`src/rtl/rei_pkg.sv`:
```
// Shared types and constants for the rei core's machine-mode trap path.
package rei_pkg;

  localparam int unsigned XLEN           = 64;
  localparam int unsigned CAUSE_W        = 6;
  localparam int unsigned MCAUSE_IRQ_BIT = XLEN - 1;

  localparam logic [XLEN-1:0] MIP_M_MASK          = 64'h0000_0000_0000_0aaa;
  localparam logic [1:0]      MTVEC_MODE_VECTORED = 2'b01;

  localparam int unsigned MSTATUS_MIE    = 3;
  localparam int unsigned MSTATUS_MPIE   = 7;
  localparam int unsigned MSTATUS_MPP_LO = 11;
  localparam int unsigned MSTATUS_MPP_HI = 12;

  localparam logic [XLEN-1:0] MSTATUS_WRITE_MASK = 64'h0000_0000_0000_1888;
  localparam logic [XLEN-1:0] MSTATUS_READ_MASK  = 64'h0000_000f_0000_1888;
  // SXL/UXL field positions and their fixed XLEN_64 encoding
  localparam logic [XLEN-1:0] MSTATUS_XL_FIELD   = 64'h0000_000f_0000_0000;
  localparam logic [XLEN-1:0] MSTATUS_XL_64      = 64'h0000_000a_0000_0000;
  localparam logic [XLEN-1:0] RESET_MSTATUS      = 64'h0000_000a_0000_0000;

  localparam logic [11:0] CSR_MSTATUS = 12'h300;
  localparam logic [11:0] CSR_MEPC    = 12'h341;
  localparam logic [11:0] CSR_MCAUSE  = 12'h342;
  localparam logic [11:0] CSR_MTVAL   = 12'h343;

  typedef enum logic [1:0] {
    PrivU = 2'b00,
    PrivS = 2'b01,
    PrivM = 2'b11
  } priv_lvl_e;

  typedef enum logic [1:0] {
    TrapIdle     = 2'b00,
    TrapDrain    = 2'b01,
    TrapRedirect = 2'b10
  } trap_state_e;

  typedef struct packed {
    logic               valid;
    logic [CAUSE_W-1:0] cause;
    logic [XLEN-1:0]    tval;
  } exc_s;

  function automatic logic [XLEN-1:0] align4(input logic [XLEN-1:0] addr);
    return {addr[XLEN-1:2], 2'b00};
  endfunction

  // Only U and M are implemented, so S-level (01) and reserved (10) MPP writes are dropped.
  function automatic logic mpp_legal(input logic [1:0] mpp);
    return (mpp == PrivU) || (mpp == PrivM);
  endfunction

endpackage

```
`src/rtl/rei_irq_prio.sv`:
```
// Fixed-priority interrupt encoder: MEI > MSI > MTI > SEI > SSI > STI.
module rei_irq_prio
  import rei_pkg::*;
(
  input  logic [XLEN-1:0] irq_pend_i,
  output logic            irq_valid_o,
  output logic [3:0]      irq_code_o
);

  always_comb begin
    irq_valid_o = |(irq_pend_i & MIP_M_MASK);
    irq_code_o  = 4'd0;
    if (irq_pend_i[11]) begin
      irq_code_o = 4'd11;
    end else if (irq_pend_i[3]) begin
      irq_code_o = 4'd3;
    end else if (irq_pend_i[7]) begin
      irq_code_o = 4'd7;
    end else if (irq_pend_i[9]) begin
      irq_code_o = 4'd9;
    end else if (irq_pend_i[1]) begin
      irq_code_o = 4'd1;
    end else if (irq_pend_i[5]) begin
      irq_code_o = 4'd5;
    end
  end

endmodule

```
`src/rtl/rei_trap_ctrl.sv`:
```
// Machine-mode trap controller: owns mstatus/mepc/mcause/mtval and sequences kill/drain/redirect.
// Define REI_TRAP_VECTORED_EN to honour vectored mtvec mode for interrupts.
module rei_trap_ctrl
  import rei_pkg::*;
(
  input  logic            clk_i,
  input  logic            rst_ni,
  input  logic            commit_valid_i,
  input  logic [XLEN-1:0] commit_pc_i,
  input  exc_s            commit_exc_i,
  input  logic            commit_mret_i,
  output logic            commit_kill_o,
  input  logic [XLEN-1:0] mip_i,
  input  logic [XLEN-1:0] mie_i,
  input  logic [XLEN-1:0] mtvec_i,
  input  logic            csr_we_i,
  input  logic [11:0]     csr_waddr_i,
  input  logic [XLEN-1:0] csr_wdata_i,
  output logic [XLEN-1:0] mstatus_o,
  output logic [XLEN-1:0] mepc_o,
  output logic [XLEN-1:0] mcause_o,
  output logic [XLEN-1:0] mtval_o,
  output priv_lvl_e       priv_lvl_o,
  output logic            flush_o,
  input  logic            drain_done_i,
  output logic            redirect_valid_o,
  output logic [XLEN-1:0] redirect_pc_o,
  input  logic            redirect_ready_i
);

  trap_state_e     state_q, state_d;
  logic [XLEN-1:0] mstatus_q, mstatus_d;
  logic [XLEN-1:0] mepc_q, mepc_d;
  logic [XLEN-1:0] mcause_q, mcause_d;
  logic [XLEN-1:0] mtval_q, mtval_d;
  logic [XLEN-1:0] redirect_pc_q, redirect_pc_d;
  priv_lvl_e       priv_q, priv_d;

  logic [XLEN-1:0] irq_pend;
  logic            irq_valid;
  logic [3:0]      irq_code;
  logic            in_idle, irq_en;
  logic            take_irq, take_exc, take_mret, take_trap;
  logic [XLEN-1:0] trap_target;

  assign irq_pend = mip_i & mie_i;

  rei_irq_prio u_irq_prio (
    .irq_pend_i  (irq_pend),
    .irq_valid_o (irq_valid),
    .irq_code_o  (irq_code)
  );

  assign in_idle   = (state_q == TrapIdle);
  assign irq_en    = mstatus_q[MSTATUS_MIE] || (priv_q == PrivU);
  assign take_irq  = in_idle && commit_valid_i && irq_en && irq_valid;
  assign take_exc  = in_idle && commit_valid_i && !take_irq && commit_exc_i.valid;
  assign take_mret = in_idle && commit_valid_i && !take_irq && !commit_exc_i.valid &&
                     commit_mret_i;
  assign take_trap = take_irq || take_exc;

  assign commit_kill_o = take_trap || take_mret;

  always_comb begin
    trap_target = align4(mtvec_i);
`ifdef REI_TRAP_VECTORED_EN
    if (take_irq && (mtvec_i[1:0] == MTVEC_MODE_VECTORED)) begin
      trap_target = align4(mtvec_i) + {{(XLEN-6){1'b0}}, irq_code, 2'b00};
    end
`endif
  end

  always_comb begin
    state_d       = state_q;
    mstatus_d     = mstatus_q;
    mepc_d        = mepc_q;
    mcause_d      = mcause_q;
    mtval_d       = mtval_q;
    priv_d        = priv_q;
    redirect_pc_d = redirect_pc_q;

    unique case (state_q)
      TrapIdle:     if (commit_kill_o) state_d = TrapDrain;
      TrapDrain:    if (drain_done_i) state_d = TrapRedirect;
      TrapRedirect: if (redirect_ready_i) state_d = TrapIdle;
      default:      state_d = TrapIdle;
    endcase

    if (take_trap) begin
      mepc_d   = align4(commit_pc_i);
      mcause_d = take_irq ? {1'b1, {(XLEN-5){1'b0}}, irq_code}
                          : {{(XLEN-CAUSE_W){1'b0}}, commit_exc_i.cause};
      mtval_d  = take_irq ? '0 : commit_exc_i.tval;
      mstatus_d[MSTATUS_MPIE]                  = mstatus_q[MSTATUS_MIE];
      mstatus_d[MSTATUS_MIE]                   = 1'b0;
      mstatus_d[MSTATUS_MPP_HI:MSTATUS_MPP_LO] = priv_q;
      priv_d        = PrivM;
      redirect_pc_d = trap_target;
    end else if (take_mret) begin
      mstatus_d[MSTATUS_MIE]                   = mstatus_q[MSTATUS_MPIE];
      mstatus_d[MSTATUS_MPIE]                  = 1'b1;
      mstatus_d[MSTATUS_MPP_HI:MSTATUS_MPP_LO] = PrivU;
      priv_d        = priv_lvl_e'(mstatus_q[MSTATUS_MPP_HI:MSTATUS_MPP_LO]);
      redirect_pc_d = mepc_q;
    end else if (csr_we_i) begin
      case (csr_waddr_i)
        CSR_MSTATUS: begin
          mstatus_d = (mstatus_q & ~MSTATUS_WRITE_MASK) | (csr_wdata_i & MSTATUS_WRITE_MASK);
          if (!mpp_legal(csr_wdata_i[MSTATUS_MPP_HI:MSTATUS_MPP_LO])) begin
            mstatus_d[MSTATUS_MPP_HI:MSTATUS_MPP_LO] = mstatus_q[MSTATUS_MPP_HI:MSTATUS_MPP_LO];
          end
        end
        CSR_MEPC:   mepc_d   = align4(csr_wdata_i);
        CSR_MCAUSE: mcause_d = csr_wdata_i;
        CSR_MTVAL:  mtval_d  = csr_wdata_i;
        default:    ;
      endcase
    end
  end

  always_ff @(posedge clk_i or negedge rst_ni) begin
    if (!rst_ni) begin
      state_q       <= TrapIdle;
      mstatus_q     <= RESET_MSTATUS;
      mepc_q        <= '0;
      mcause_q      <= '0;
      mtval_q       <= '0;
      priv_q        <= PrivM;
      redirect_pc_q <= '0;
    end else begin
      state_q       <= state_d;
      mstatus_q     <= mstatus_d;
      mepc_q        <= mepc_d;
      mcause_q      <= mcause_d;
      mtval_q       <= mtval_d;
      priv_q        <= priv_d;
      redirect_pc_q <= redirect_pc_d;
    end
  end

  assign mstatus_o        = (mstatus_q & MSTATUS_READ_MASK & ~MSTATUS_XL_FIELD) | MSTATUS_XL_64;
  assign mepc_o           = mepc_q;
  assign mcause_o         = mcause_q;
  assign mtval_o          = mtval_q;
  assign priv_lvl_o       = priv_q;
  assign flush_o          = (state_q == TrapDrain);
  assign redirect_valid_o = (state_q == TrapRedirect);
  assign redirect_pc_o    = redirect_pc_q;

endmodule

```
`config.mk`:
```
export PLATFORM = sky130hd
export DESIGN_NAME = rei_trap_ctrl
export DESIGN_NICKNAME = d
export VERILOG_FILES = /design/src/rtl/rei_pkg.sv /design/src/rtl/rei_irq_prio.sv /design/src/rtl/rei_trap_ctrl.sv
export SDC_FILE = /design/constraint.sdc
export NUM_CORES = 1
export LEC_CHECK = 0
export CAP_MARGIN = 15
export CORE_AREA = 2 2 283 285
export CTS_CLUSTER_DIAMETER = 50
export CTS_CLUSTER_SIZE = 40
export DETAILED_ROUTE_END_ITERATION = 6
export DIE_AREA = 0 0 285 287
export PLACE_DENSITY = 0.5
export SYNTH_ARGS = -nofsm -noshare
export SYNTH_HDL_FRONTEND = slang
export SYNTH_HIERARCHICAL = 1
export SYNTH_SLANG_ARGS = --single-unit
```
`constraint.sdc`:
```
create_clock -name clk_i -period 3.31 [get_ports clk_i]
set_clock_uncertainty 0.15 [all_clocks]
set_input_delay 0.331 -clock clk_i [delete_from_list [all_inputs] [get_ports clk_i]]
set_output_delay 0.331 -clock clk_i [all_outputs]
set_load 0.03 [all_outputs]
```
-- Word-level counts from Yosys, hierarchy flattened
Index checks and enable logic that the tools add are counted.
- mux-type cells: 37
- equality and inequality tests: 11
- bitwise logic cells: 4
- reductions and logical operators: 32
- operator list (kind ; number):
    64-bit 2-to-1 mux ; 16
    64-bit by 13-bit bitwise OR with 64-bit output ; 1
    12-bit by 10-bit == test with 1-bit output (second input constant) ; 4
    13-bit 2-to-1 mux ; 2
    4-bit 2-to-1 mux ; 5
    2-bit 2-to-1 mux ; 8
    3-bit AND reduction ; 5
    12-bit bitwise AND ; 1
    2-bit nonzero test ; 5
    3-bit nonzero test ; 3
    1-bit logical AND ; 7
    2-bit zero test ; 3
    2-bit by 1-bit != test with 1-bit output (second input constant) ; 3
    2-bit one-hot mux with 3 select lines ; 1
    6-bit OR reduction ; 1
    2-bit == test (second input constant) ; 2
    1-bit logical OR ; 4
    1-bit 2-to-1 mux ; 4
    4-bit AND reduction ; 1
    3-bit 2-to-1 mux ; 1
    2-bit by 1-bit == test with 1-bit output (second input constant) ; 1
    1-bit zero test ; 2
    2-bit != test (second input constant) ; 1
    1-bit NOT ; 2
    2-bit AND reduction ; 1
- output and inout bits: 325
- word-level logic and storage cells: 93
- input bits: 410
- flip-flop bits (word level): 324

-- Depth between registers and ports, before layout
Gate-level depths: netlist of the first run.
- depth after elaboration: 11
- mapped depth: 11

-- Modules after synthesis
Netlist of the first run, hierarchy kept.
- by module, submodules not included (module ; area each (um^2) ; cells an instance ; times used ; seq. area each (um^2)):
    rei_trap_ctrl ; 12155.4 ; 1216 ; 1 ; 6508.7
    rei_irq_prio ; 58.8 ; 8 ; 1 ; 0.0

-- Least setup slack after synthesis of the first run
Ideal clock, no wire load.
- path kind: input -> register
- start: input mip_i[3]
- end: register mstatus_q[11]
- path slack: 367 ps
- arrival time: 2651 ps
- stages: 9
- required time: 3018 ps
- path through: and2_1 > or3_4 > or4_1 > or2_2 > o211a_2 > buf_2 > or4_1 > a21oi_1 > a221oi_1
- cells in the longest elaborated chain, start to end: 9
- ends and longest elaborated chain (what ; RTL line ; text):
    from (decl) ; rei_trap_ctrl.sv:13 ; input logic [XLEN-1:0] mip_i,
    12-bit bitwise AND (*) ; rei_trap_ctrl.sv:46 ; assign irq_pend = mip_i & mie_i;
    6-bit OR reduction (*) ; rei_irq_prio.sv:11 ; irq_valid_o = |(irq_pend_i & MIP_M_MASK);
    named net irq_valid ; rei_trap_ctrl.sv:40 ; logic irq_valid;
    1-bit logical AND (*) ; rei_trap_ctrl.sv:56 ; assign take_irq = in_idle && commit_valid_i && irq_en && irq_valid;
    1-bit zero test ; rei_trap_ctrl.sv:57, rei_trap_ctrl.sv:58 ;
    1-bit logical AND ; rei_trap_ctrl.sv:57, rei_trap_ctrl.sv:58 ;
    1-bit logical AND, on equally long branches ; rei_trap_ctrl.sv:58, rei_trap_ctrl.sv:57 ;
    1-bit logical AND or 1-bit logical OR (tied branches) ; rei_trap_ctrl.sv:58, rei_trap_ctrl.sv:60 ;
    3-bit nonzero test (no line) or 2-bit 2-to-1 mux (tied branches) ; -- ;
    3-bit AND reduction (no line) or 2-bit 2-to-1 mux (tied branches) ; -- ;
    to (signal assigned) ; rei_trap_ctrl.sv:132 ; mstatus_q <= mstatus_d;
    to (decl) ; rei_trap_ctrl.sv:32 ; logic [XLEN-1:0] mstatus_q, mstatus_d;
Mark *: on every way through the listed nets, which the timed path passes. The rest lies on a longest branch.
A chain may end at the register's enable or synchronous reset.

-- Worst setup path in the final report of the first run
- start: input mip_i[3]
- end: output commit_kill_o
- cells in the longest elaborated chain, start to end: 8
- ends and longest elaborated chain (what ; RTL line ; text):
    12-bit bitwise AND (*) ; rei_trap_ctrl.sv:46 ;
    named net irq_pend[3] ; rei_trap_ctrl.sv:39 ; logic [XLEN-1:0] irq_pend;
    6-bit OR reduction (*) ; rei_irq_prio.sv:11 ;
    named net irq_valid ; rei_trap_ctrl.sv:40 ;
    1-bit logical AND (*) ; rei_trap_ctrl.sv:56 ;
    1-bit zero test ; rei_trap_ctrl.sv:57, rei_trap_ctrl.sv:58 ;
    1-bit logical AND ; rei_trap_ctrl.sv:57, rei_trap_ctrl.sv:58 ;
    1-bit logical AND, on equally long branches ; rei_trap_ctrl.sv:57, rei_trap_ctrl.sv:58 ;
    1-bit logical OR or 1-bit logical AND (tied branches) ; rei_trap_ctrl.sv:60, rei_trap_ctrl.sv:58 ;
    1-bit logical OR (*) ; rei_trap_ctrl.sv:62 ; assign commit_kill_o = take_trap || take_mret;
    to (decl) ; rei_trap_ctrl.sv:12 ; output logic commit_kill_o,
Marked as above.

==> impl_metrics.toml, run 1 <==
[status]
status = "finished clean"

[place]
portBuffers = 550
dpl_cell_area_um2 = 18900
dp_hpwl_um = 45300
routabilityCongestion = 0.877
dp.cells = 2747

[timing]
finalHoldViolations = 0
tns_ns = 0
tightestPinTransition_ns = 0.855
slew_headroom_pct = 43.0
whs_ns = 0.219
finalSetupViolations = 0
slew_violations = 0
fin_crit_sh_pct = 96.6
fin_crit_ns = 3.20
rsz0062_at_grt = "no"
fmax_ghz = 0.313

[global_route]
antenna_found_initial = 2
gr-usage-all-layers_pct = 13.7
grt_pass1_wl_um = 83700
gr-total-overflow = 0
grt_max_degree = 99
grt_pass1_vias = 12100

[routing]
finalWirelength_um = 58800
vias = 11700
ant_nets = 0
avgRoutedWirePerCell_um = 20.8
drc = 0
vias_per_cell = 4.15
drt_iter0_drc = 540
first_pass_iters = 5

[synthesis]
syn_area_um2 = 11900
yosysWarnings = 6
synthCells = 1166
avgSynthCellArea_um2 = 10.2

[critical_path]
cp_num_buf_inv = 4
critPathKind = "input pin to output pin"
critical_path.cell_chain = "clkdlybuf4s50_1 > and2_1 > or3_4 > or4_4 > or2_2 > buf_4 > o211a_4 > nor2_4 > inv_2 > buf_12"
critical_path.top_delay_family = "simple AND/OR/NAND/NOR gates"
worstSetupEndpointType = "output pin"
cp.arrival_ns = 2.72
crit_required_ns = 2.83
cp-start-kind = "input pin"
path_depth = 10
cp_slowest_cell = "or4_4"
rr_worst_depth = 8
max_stage_delay_ns = 0.47
worstPathMaxFanout = 4

[cts]
cts_tree = "yes"
clk_path_buf_depth = 3
cts_made_buffers = 40
clkLatencyLatePin_ns = 0.55
htreeDepth = 2
root_buffer = "clkbuf_16"
path_clk_slew_ns = 0.06
cts_sinks = 260

[die]
fp.dieH_um = 287
pin_count = 735
coreArea_um2 = 78600
dieArea_um2 = 81800
die_w_um = 285
start_util_pct = 15.1
rows = 103

[cells_and_area]
final_cell_mix = "548 x clkdlybuf4s50_1, 258 x dfrtp_1, 196 x nand2_1, 132 x a22oi_1, 74 x a21oi_1"
final_area_um2 = 20300
syn_to_final_growth_pct = 71.6
drive_gt1_share_pct = 9.84
final_common_cell = "clkdlybuf4s50_1"
layout.cells.non_filler = 2821
layout.nets = 2152

[power]
pwr-share-comb_pct = 48.2
clockPowerShare_pct = 23.7
p_switching_mw = 8.09
p_leak_nw = 8.49
powerDensity_nw_per_um2 = 930
intPower_mw = 10.8
seqPwrFrac_pct = 28.1
ir_worst_vdd_uv = 497
switching_share_pct = 42.8

[run]
cap_violations = 0

[hold_path]
hold_path_depth = 3
hp-class = "input pin to register"
## power by group through the flow
stage	registers (mW)	logic [mW]	clock network, mW
floorplan	7.49	2.47	0
global placement	5.30	9.13	0
detailed placement	5.35	9.19	0
CTS	5.32	9.22	4.62
global route	5.47	9.67	4.77
finish	5.32	9.12	4.49
## per-stage QoR
stage                     worst slack [ns]  total power, mW  utilization, %
after global routing                0.0239             19.9            25.9
after CTS                           0.0428             19.2            25.9
after detailed placement            -0.244             14.5            24.1
after global placement              -0.216             14.4            24.1
final                                0.112             18.9            25.9
after floorplan                      0.367             9.96               -
## path summary, 6_finish.rpt
path / startpoint / to / slack (ns)
max in group asynchronous: rst_ni / priv_lvl_o[1] / 1.85
min in group asynchronous: rst_ni / redirect_pc_o[44] / 0.32
worst min register to register: redirect_pc_o[34] / redirect_pc_o[34] / 0.32
worst min-delay path: commit_pc_i[11] / mepc_o[11] / 0.22
worst max register to register: state_q[0] / mtval_o[37] / 0.70
worst max-delay path: mip_i[3] / commit_kill_o / 0.11
## sequential cells by signal (all words and copies together), names as in the netlist
register / flops
mcause_o: 64
mtval_o: 64
mepc_o: 62
redirect_pc_o: 62
mstatus_q: 4
priv_lvl_o: 2
state_q: 2
## timing repair
| item | CTS | global route |
|---|---|---|
| gates resized for setup | 1 | 0 |
| hold buffers | 1 | 0 |
| setup buffers | 1 | 1 |
| gates cloned | 0 | 0 |
| setup endpoints to repair | 1 | 1 |
| pin swaps | 1 | 0 |
| hold endpoints to repair | 89 | 0 |
## final cells by class
type | count | area, µm²
fillers | 8347 | 58300
well taps | 1050 | 1310
inverters | 13 | 48.8
repair buffers | 632 | 6460
flip-flops and latches | 260 | 6510
clock buffers | 46 | 1070
multi-input cells | 795 | 4600
diodes | 2 | 5.00
clock inverters | 23 | 323
## worst min-delay path, stage by stage
cell and delay (ns):
clkdlybuf4s50_1 0.45, a32oi_1 0.05, nand2_1 0.05
## metal layers
metal  up-vias  wire, µm  track usage [%]
li1       5285         -                -
met1      5802     24500             17.0
met2       541     28700             23.3
met3        85      4240             3.33
met4         0      1380             4.08
met5         -         0                0
No activity file was read; power rests on OpenSTA's default activity.
==> inputs of run 2 (changes only) <==
- PLACE_DENSITY: 0.5 -> default
==> run 2 against run 1 <==
- fmax is 1.1% lower
- count of clock-buffer cells in the layout is 6 higher
- worst hold slack worse by 0.015 ns
- critical path type unchanged
- largest cell class is now non-clock buffers
- largest power group unchanged
==> impl_metrics.toml, run 2 (synthesis gave the netlist of run 1 again) <==
[routing]
vias = 11900
first_pass_iters = 5
drt_iter0_drc = 614
drc = 0
avgRoutedWirePerCell_um = 20.9
vias_per_cell = 4.17
ant_nets = 0
finalWirelength_um = 59800

[die]
dieArea_um2 = 81800
rows = 103
fp.dieH_um = 287
coreArea_um2 = 78600
pin_count = 735
die_w_um = 285
start_util_pct = 15.1

[power]
p_leak_nw = 8.71
ir_worst_vdd_uv = 550
powerDensity_nw_per_um2 = 946
power.total_mw = 19.6

[critical_path]
cp-start-kind = "input pin"
crit_required_ns = 2.83
rrSetupSlack_ns = 0.75
worstSetupEndpointType = "output pin"
cp.arrival_ns = 2.75
worstPathMaxFanout = 7
critPathKind = "input pin to output pin"

[global_route]
met1_usage_pct = 17.3
gr-total-overflow = 0
grt_max_degree = 79
gr-usage-all-layers_pct = 14.1
met2_usage_pct = 23.0
grtUsageMet3_pct = 5.52
grt_busiest_layer = "met2"
antenna_found_initial = 7
grt_pass1_vias = 12200
grt_pass1_wl_um = 85700

[status]
status = "finished clean"

[run]
cap_violations = 0

[cells_and_area]
n_fill_cell = 8399
final_cell_mix = "548 x clkdlybuf4s50_1, 258 x dfrtp_1, 196 x nand2_1, 132 x a22oi_1, 78 x buf_4"
syn_to_final_growth_pct = 74.9
layout.nets = 2177
final_common_cell = "clkdlybuf4s50_1"
drive_gt1_share_pct = 11.6

[place]
dp_hpwl_um = 46300
portBuffers = 550
routabilityCongestion = 0.857

[cts]
htreeDepth = 2
clk_path_buf_depth = 3
cts_made_buffers = 46
path_clk_slew_ns = 0.06
cts_tree = "yes"
root_buffer = "clkbuf_16"
clkLatencyLatePin_ns = 0.57
cts_sinks = 260

[timing]
fin_crit_sh_pct = 97.6
slew_violations = 0
finalHoldViolations = 0
fmax_ghz = 0.309
tns_ns = 0
tightestPinTransition_ns = 0.720
slew_headroom_pct = 52.0
rsz0062_at_grt = "no"
finalSetupViolations = 0
fin_crit_ns = 3.23

[hold_path]
hp-class = "input pin to register"
[run 2: cell types whose count changed in the layout (fill, tap and decap cells not counted)]
cell / delta
buf_12: -4
inv_6: +7
clkbuf_8: -2
clkinv_2: -3
inv_8: +2
buf_4: +23
clkbuf_16: +8
clkinv_4: +1
clkinvlp_4: +2
clkinv_8: +2
[run 2: stage by stage]
stage	instance area (µm²)	setup slack [ns]	util, %	std cells	hold slack [ns]
after global routing	20700	0.000298	26.4	2855	0.181
after global placement	19000	-0.321	24.2	2764	0.238
final	20700	0.0779	26.4	2857	0.204
after CTS	20700	0.00432	26.3	2851	0.151
after detailed placement	19000	-0.332	24.2	2764	0.231
after floorplan	12100	0.367	-	1228	-0.115
[run 2: worst paths after layout]
check / startpoint / endpoint / depth (start not counted)
min: commit_pc_i[62] / mepc_o[62] / 3
max reg2reg: priv_lvl_o[0] / mcause_o[33] / 6
min reg2reg: redirect_pc_o[25] / redirect_pc_o[25] / 2
max: mip_i[3] / commit_kill_o / 10
min in group asynchronous: rst_ni / mtval_o[42] / 2
max in group asynchronous: rst_ni / mtval_o[11] / 3
[run 2: layer usage]
layer  vias up  routed length [µm]
met5         -                  60
li1       5353                   -
met1      5859               24800
met3        89                6020
met2       589               27400
met4        10                1490
[run 2: what timing repair did]
action / in CTS / in global routing
pin swaps: 0 / 1
endpoints found under the setup margin: 1 / 1
hold buffers: 1 / 0
endpoints found under the hold margin: 71 / 0
resized for setup: 1 / 0
setup buffers: 0 / 4
[run 2: worst max-delay path, stage by stage]
cell             delay [ns]
clkdlybuf4s50_1        0.39
and2_1                 0.17
or3_4                  0.39
or4_4                  0.47
buf_4                  0.17
a2111oi_4              0.28
buf_4                  0.18
nor2_4                 0.05
inv_2                  0.12
buf_4                  0.19
[run 2: power breakdown]
group | internal, mW | total (mW) | switching [mW]
Clock | 3.28 | 5.24 | 1.96
Sequential | 4.40 | 5.30 | 0.895
Combinational | 3.60 | 9.07 | 5.47
Total | 11.3 | 19.6 | 8.33
[run 2: layout make-up]
class                           instances  area, µm²  share of cell area (%)
Antenna cell                            2       5.00                  0.0241
Tap cell                             1050       1310                    6.34
Multi-Input combinational cell        795       4600                    22.2
Clock inverter                         34        448                    2.16
Timing Repair Buffer                  651       6560                    31.6
Clock buffer                           52       1250                    6.02
Sequential cell                       260       6510                    31.4
Inverter                               13       48.8                   0.235
==> inputs of run 3 (changes only) <==
- SKIP_LAST_GASP: default -> 1
==> results of run 3 <==
Final layout, timing and power as in run 2 (identical DEF).
